--- src/rtl/dm_access_unit.sv ---
// Memory-stage load/store data path: store packing and byte enables in M, load extraction in W.
// Optional define ALIGN_EXC_EN enables the misaligned-access exceptions.
module dm_access_unit #(
  parameter int unsigned ADDR_W = 32,
  parameter int unsigned DATA_W = 32
) (
  input  logic              clk,
  input  logic              reset,
  input  logic              stall,
  input  logic              m_valid,
  input  logic [2:0]        m_op,
  input  logic [ADDR_W-1:0] m_addr,
  input  logic [DATA_W-1:0] m_wdata,
  output logic [ADDR_W-1:0] dm_addr,
  output logic [DATA_W-1:0] dm_wdata,
  output logic [3:0]        dm_byteen,
  input  logic [DATA_W-1:0] dm_rdata,
  output logic              w_load,
  output logic [DATA_W-1:0] w_rdata,
  output logic              exc_adel,
  output logic              exc_ades
);

  localparam logic [2:0] op_lw  = 3'b000;
  localparam logic [2:0] op_lh  = 3'b001;
  localparam logic [2:0] op_lhu = 3'b010;
  localparam logic [2:0] op_lb  = 3'b011;
  localparam logic [2:0] op_lbu = 3'b100;
  localparam logic [2:0] op_sw  = 3'b101;
  localparam logic [2:0] op_sh  = 3'b110;
  localparam logic [2:0] op_sb  = 3'b111;

  logic       is_load;
  logic [3:0] byteen_raw;
  logic [2:0] w_op;
  logic [1:0] w_off;
  logic       w_load_r;
  logic [15:0] half;
  logic [7:0]  bytev;

  assign is_load = (m_op <= op_lbu);

`ifdef ALIGN_EXC_EN
  assign exc_adel = m_valid & (((m_op == op_lw) & (m_addr[1:0] != 2'b00)) |
                               (((m_op == op_lh) | (m_op == op_lhu)) & m_addr[0]));
  assign exc_ades = m_valid & (((m_op == op_sw) & (m_addr[1:0] != 2'b00)) |
                               ((m_op == op_sh) & m_addr[0]));
`else
  // Low address bits that would be misaligned are simply ignored.
  assign exc_adel = 1'b0;
  assign exc_ades = 1'b0;
`endif

  assign dm_addr = {m_addr[ADDR_W-1:2], 2'b00};

  always_comb begin
    byteen_raw = 4'b0000;
    dm_wdata   = m_wdata;
    case (m_op)
      op_sw: byteen_raw = 4'b1111;
      op_sh: begin
        byteen_raw = m_addr[1] ? 4'b1100 : 4'b0011;
        dm_wdata   = {2{m_wdata[15:0]}};
      end
      op_sb: begin
        byteen_raw = 4'b0001 << m_addr[1:0];
        dm_wdata   = {4{m_wdata[7:0]}};
      end
      default: ;
    endcase
  end

  assign dm_byteen = (m_valid && !reset && !stall && !exc_ades) ? byteen_raw : 4'b0000;

  always_ff @(posedge clk) begin
    if (reset) begin
      w_op     <= op_lw;
      w_off    <= 2'b00;
      w_load_r <= 1'b0;
    end else if (!stall) begin
      w_op     <= m_op;
      w_off    <= m_addr[1:0];
      w_load_r <= m_valid & is_load & ~exc_adel;
    end
  end

  assign w_load = w_load_r;

  always_comb begin
    half = w_off[1] ? dm_rdata[31:16] : dm_rdata[15:0];
    case (w_off)
      2'd0:    bytev = dm_rdata[7:0];
      2'd1:    bytev = dm_rdata[15:8];
      2'd2:    bytev = dm_rdata[23:16];
      default: bytev = dm_rdata[31:24];
    endcase
    w_rdata = '0;
    if (w_load_r) begin
      case (w_op)
        op_lw:   w_rdata = dm_rdata;
        op_lh:   w_rdata = {{16{half[15]}}, half};
        op_lhu:  w_rdata = {16'h0000, half};
        op_lb:   w_rdata = {{24{bytev[7]}}, bytev};
        op_lbu:  w_rdata = {24'h000000, bytev};
        default: w_rdata = '0;
      endcase
    end
  end

endmodule

--- config.mk ---
export PLATFORM = sky130hd
export DESIGN_NAME = dm_access_unit
export DESIGN_NICKNAME = d
export VERILOG_FILES = /design/src/rtl/dm_access_unit.sv
export SDC_FILE = /design/constraint.sdc
export NUM_CORES = 1
export LEC_CHECK = 0
export ABC_AREA = 1
export CAP_MARGIN = 5
export CORE_MARGIN = 2
export CORE_UTILIZATION = 32
export CTS_CLUSTER_SIZE = 24
export DETAILED_ROUTE_END_ITERATION = 7
export GPL_TIMING_DRIVEN = 1
export PLACE_DENSITY_LB_ADDON = 0.1
export SLEW_MARGIN = 30
export SYNTH_ARGS = -nofsm -noshare
export SYNTH_HDL_FRONTEND = slang
export SYNTH_SLANG_ARGS = --single-unit
--- constraint.sdc ---
create_clock -name clk -period 1.45 [get_ports clk]
set_input_delay 0.145 -clock clk [delete_from_list [all_inputs] [get_ports clk]]
set_output_delay 0.145 -clock clk [all_outputs]
set_load 0.005 [all_outputs]
==> metrics.md <==
| Metric | Value |
|---|---|
| Die Span Y | approximately 87 µm |
| CP max stage delay | 0.36 ns |
| Sequential cell area | 134 µm² |
| Finished Layout Cells | 698 |
| Warning count from the yosys run | 0 |
| WHS Endpoint | dm_addr[10] |
| Req. time, crit path | 1.31 ns |
| Routed vias/inst | 4.74 |
| DPL Wire Length | between 6000 and 7000 µm |
| Final TNS setup | -5.58 ns |
| # placed instances | 665 |
| CTS Root Cell | clkbuf_8 |
| Mapped Cells | between 400 and 500 |
| Sink Count | 6 |
| Simple-Gate Fraction of Synth Area | 0.536 |
| GRT Total Usage | 0.240 |
| Mux contribution to synthesized area | 0 |
| Clock buffer depth | 2 |
| Flop-to-flop setup slack | 0.51 ns |
| IO Count | 206 |
| Main combinational cell family by area after synthesis | simple AND/OR/NAND/NOR gates |
| Area contributors post-synth | nand2_1, buf_4, nor2_1, inv_1, dfxtp_1 |
| # fillers | between 600 and 700 |
| Synth unique cells | 26 |
| Synthesized area | 2230 µm² |
| Die area | 7650 µm² |
| # DRC | 0 |
| Largest net degree at the start of global routing | 26 |
| First-pass GRT wire length | roughly 15000 µm |
| CTS tree | yes |
| Post-route ant nets | 0 |
| Initial Util | 0.330 |
| Setup Skew | 0 ns |
| Crit path top cell by count | nand3_2 |
| Placed cell areas | 3680 µm² |
| Worst r2r path cells | 4 |
| Static leakage | 2.43 nW |
| Nets | 723 |
| Drt total wl | 9450 µm |
| Synthesized flop and latch total | 6 |
| Area Overhead vs Synth | 88.0% |
| Clk_lat worst skew | 0.22 ns |
| Vias in the first global route | 3111 |
| DR vias | 3307 |
| P per Cell Area | roughly 420 nW/µm² |
| Total grt overflow | 0 |
| Worst-path clk slew | approximately 0.040 ns |
| Buffers on Ports | 141 |
| Buffers plus inverters on the worst setup path | 5 |
| Max IR drop VDD | 0.468 mV |
| Compound-cell area share of the yosys netlist | 0.102 |
| Adder-cell area share of the yosys netlist | 0 |
| Core area | 6760 µm² |
| Crit path kind | flop to output pin |
| Final min period | 1.67 ns |
| Drt pass-1 iters | 4 |
| Critical Path Source Type | flop |
| Post-synth top area cell | nand2_1 |
| Final Util | 0.620 |
| Post-Synth XOR/XNOR Area | 0 |
| Top cell type's share of synthesized area | 0.285 |
| CP cell instances | inv_2 -> nand3_2 -> or2_4 -> buf_6 -> buf_16 -> nand3_2 -> nand2_1 -> inv_1 -> buf_2 |
| CP max FO | 8 |
| Antenna diode count | 0 |
| Cts hold-fix bufs | 0 |
| Number of max-cap violations | 0 |
| Share of layout cells above drive strength 1 | 0.346 |
| Hold Vio Cnt, Final | 0 |
| CTS Buf Count | 3 |
| CP max stage cell | dfxtp_4 |
| Worst flop-to-flop path endpoint | w_off[1] |
| Outcome | complete, but fails checks |
| Failing checks | setup timing |
| HP Start | m_addr[10] |
| DRT iter0 DRCs | 136 |
| Critical Path Sink Type | output pin |
| RSZ-0062 raised after global routing | yes |
| GP Congestion | 0.909 |
| CTS HTree Levels | 1 |
| Row count | 30 |
| Final setup viols | 32 |
| Post-synthesis sequential area ratio | 0.0539 |
| Hold path depth | 0 |
| Finished layout cell area | 4190 µm² |
| Die X | 87.5 µm |
| Routed length per instance | 13.5 µm |
| Final worst slack | -0.218 ns |
| Footprint of the multi-input gates | 1710 µm² |
| Arrival time at the worst endpoint | 1.52 ns |
| Max Slew Vio Count | 0 |
| RR Startpoint | w_off[1] |
| Worst hold path class | input port to output pin |
| Max Clock Freq | between 500 and 600 MHz |
| Power Total | 0.00178 W |
| CP delay by family, top | buffers and inverters |
| Initial antenna violation count | 0 |
| Syn avg cell area | just under 5 µm² |
| Final Cycle Share | 1.15 |
layout by cell type (no fill, tap or decap), types with 6 or more instances in the layout:
cell / n
nand2_1: 146
nor2_4: 9
inv_2: 6
dlygate4sd2_1: 19
nand3_1: 12
nand3_2: 20
nor2_1: 62
buf_4: 46
buf_6: 11
clkdlybuf4s50_1: 72
nor2_2: 6
o21ai_0: 14
buf_12: 6
a21oi_2: 6
inv_1: 54
nand2_2: 22
buf_2: 43
sequential cells by signal (all words and copies together), names as in the netlist:
signal  flops
w_load      1
w_off       2
w_op        3
metal layers:
metal | share of wire | global-route usage | up-vias
li1 | - | - | 1676
met1 | 0.40 | 0.284 | 1502
met4 | 0.017 | 0.0699 | 0
met5 | 0 | 0 | -
met3 | 0.065 | 0.0417 | 12
met2 | 0.52 | 0.436 | 117
worst max-delay path by stage:
stage                     startpoint  cells after the start      endpoint
after floorplan             w_off[1]                     10   w_rdata[21]
after global placement       m_op[1]                      8  dm_byteen[3]
after detailed placement     m_op[2]                      8  dm_byteen[3]
after CTS                   w_off[1]                     11    w_rdata[3]
after global routing        w_off[1]                     10    w_rdata[3]
final                        w_op[1]                      9   w_rdata[25]
final cells by class:
cell class                      instances  share of cell area
Timing Repair Buffer                  212               0.462
Multi-Input combinational cell        330               0.407
Inverter                               66              0.0639
Sequential cell                         6              0.0320
Tap cell                               80              0.0239
Clock buffer                            3             0.00986
Timing Repair inverter                  1             0.00119
metrics by stage:
stage	hold slack (ns)	worst slack, ns
6_report	0.290	-0.218
5_1_grt	0.290	-0.330
4_1_cts	0.290	-0.246
3_5_place_dp	0.290	-0.690
3_3_place_gp	0.290	-0.665
2_1_floorplan	0.214	0.115
logic make-up after synthesis:
group	count (synthesis)
AOI/OAI and AO/OA	39
DFF	6
other	1
buffers and inverters	127
and+or+nand+nor	287
power by group:
part | leakage [nW] | internal, W | switching (W)
logic | 2.36 | 0.000715 | 0.000614
registers | 0.0521 | 0.000177 | 0.0000190
clock network | 0.0216 | 0.000178 | 0.0000743
total | 2.43 | 0.00107 | 0.000707
synthesized netlist by cell type:
cell type / number
or2_1: 1
o211ai_1: 5
buf_8: 1
conb_1: 1
a211oi_1: 5
buf_2: 9
inv_4: 1
nand3_1: 23
clkbuf_1: 5
inv_1: 64
nand2_4: 1
nor3_1: 2
nand2_1: 169
a21oi_1: 10
o21bai_1: 2
dfxtp_1: 6
nand2_2: 2
a22oi_1: 1
buf_4: 44
o21ai_0: 15
o21ai_1: 1
buf_6: 2
clkinv_1: 1
nand4_1: 1
nand3_2: 11
nor2_1: 77
timing repair:
action,4_1_cts,5_1_grt
resized for setup,297,38
pin swaps,29,28
setup buffers,24,3
setup endpoints to repair,62,47
gates cloned,6,0
Power figures use the tool's default switching activity.
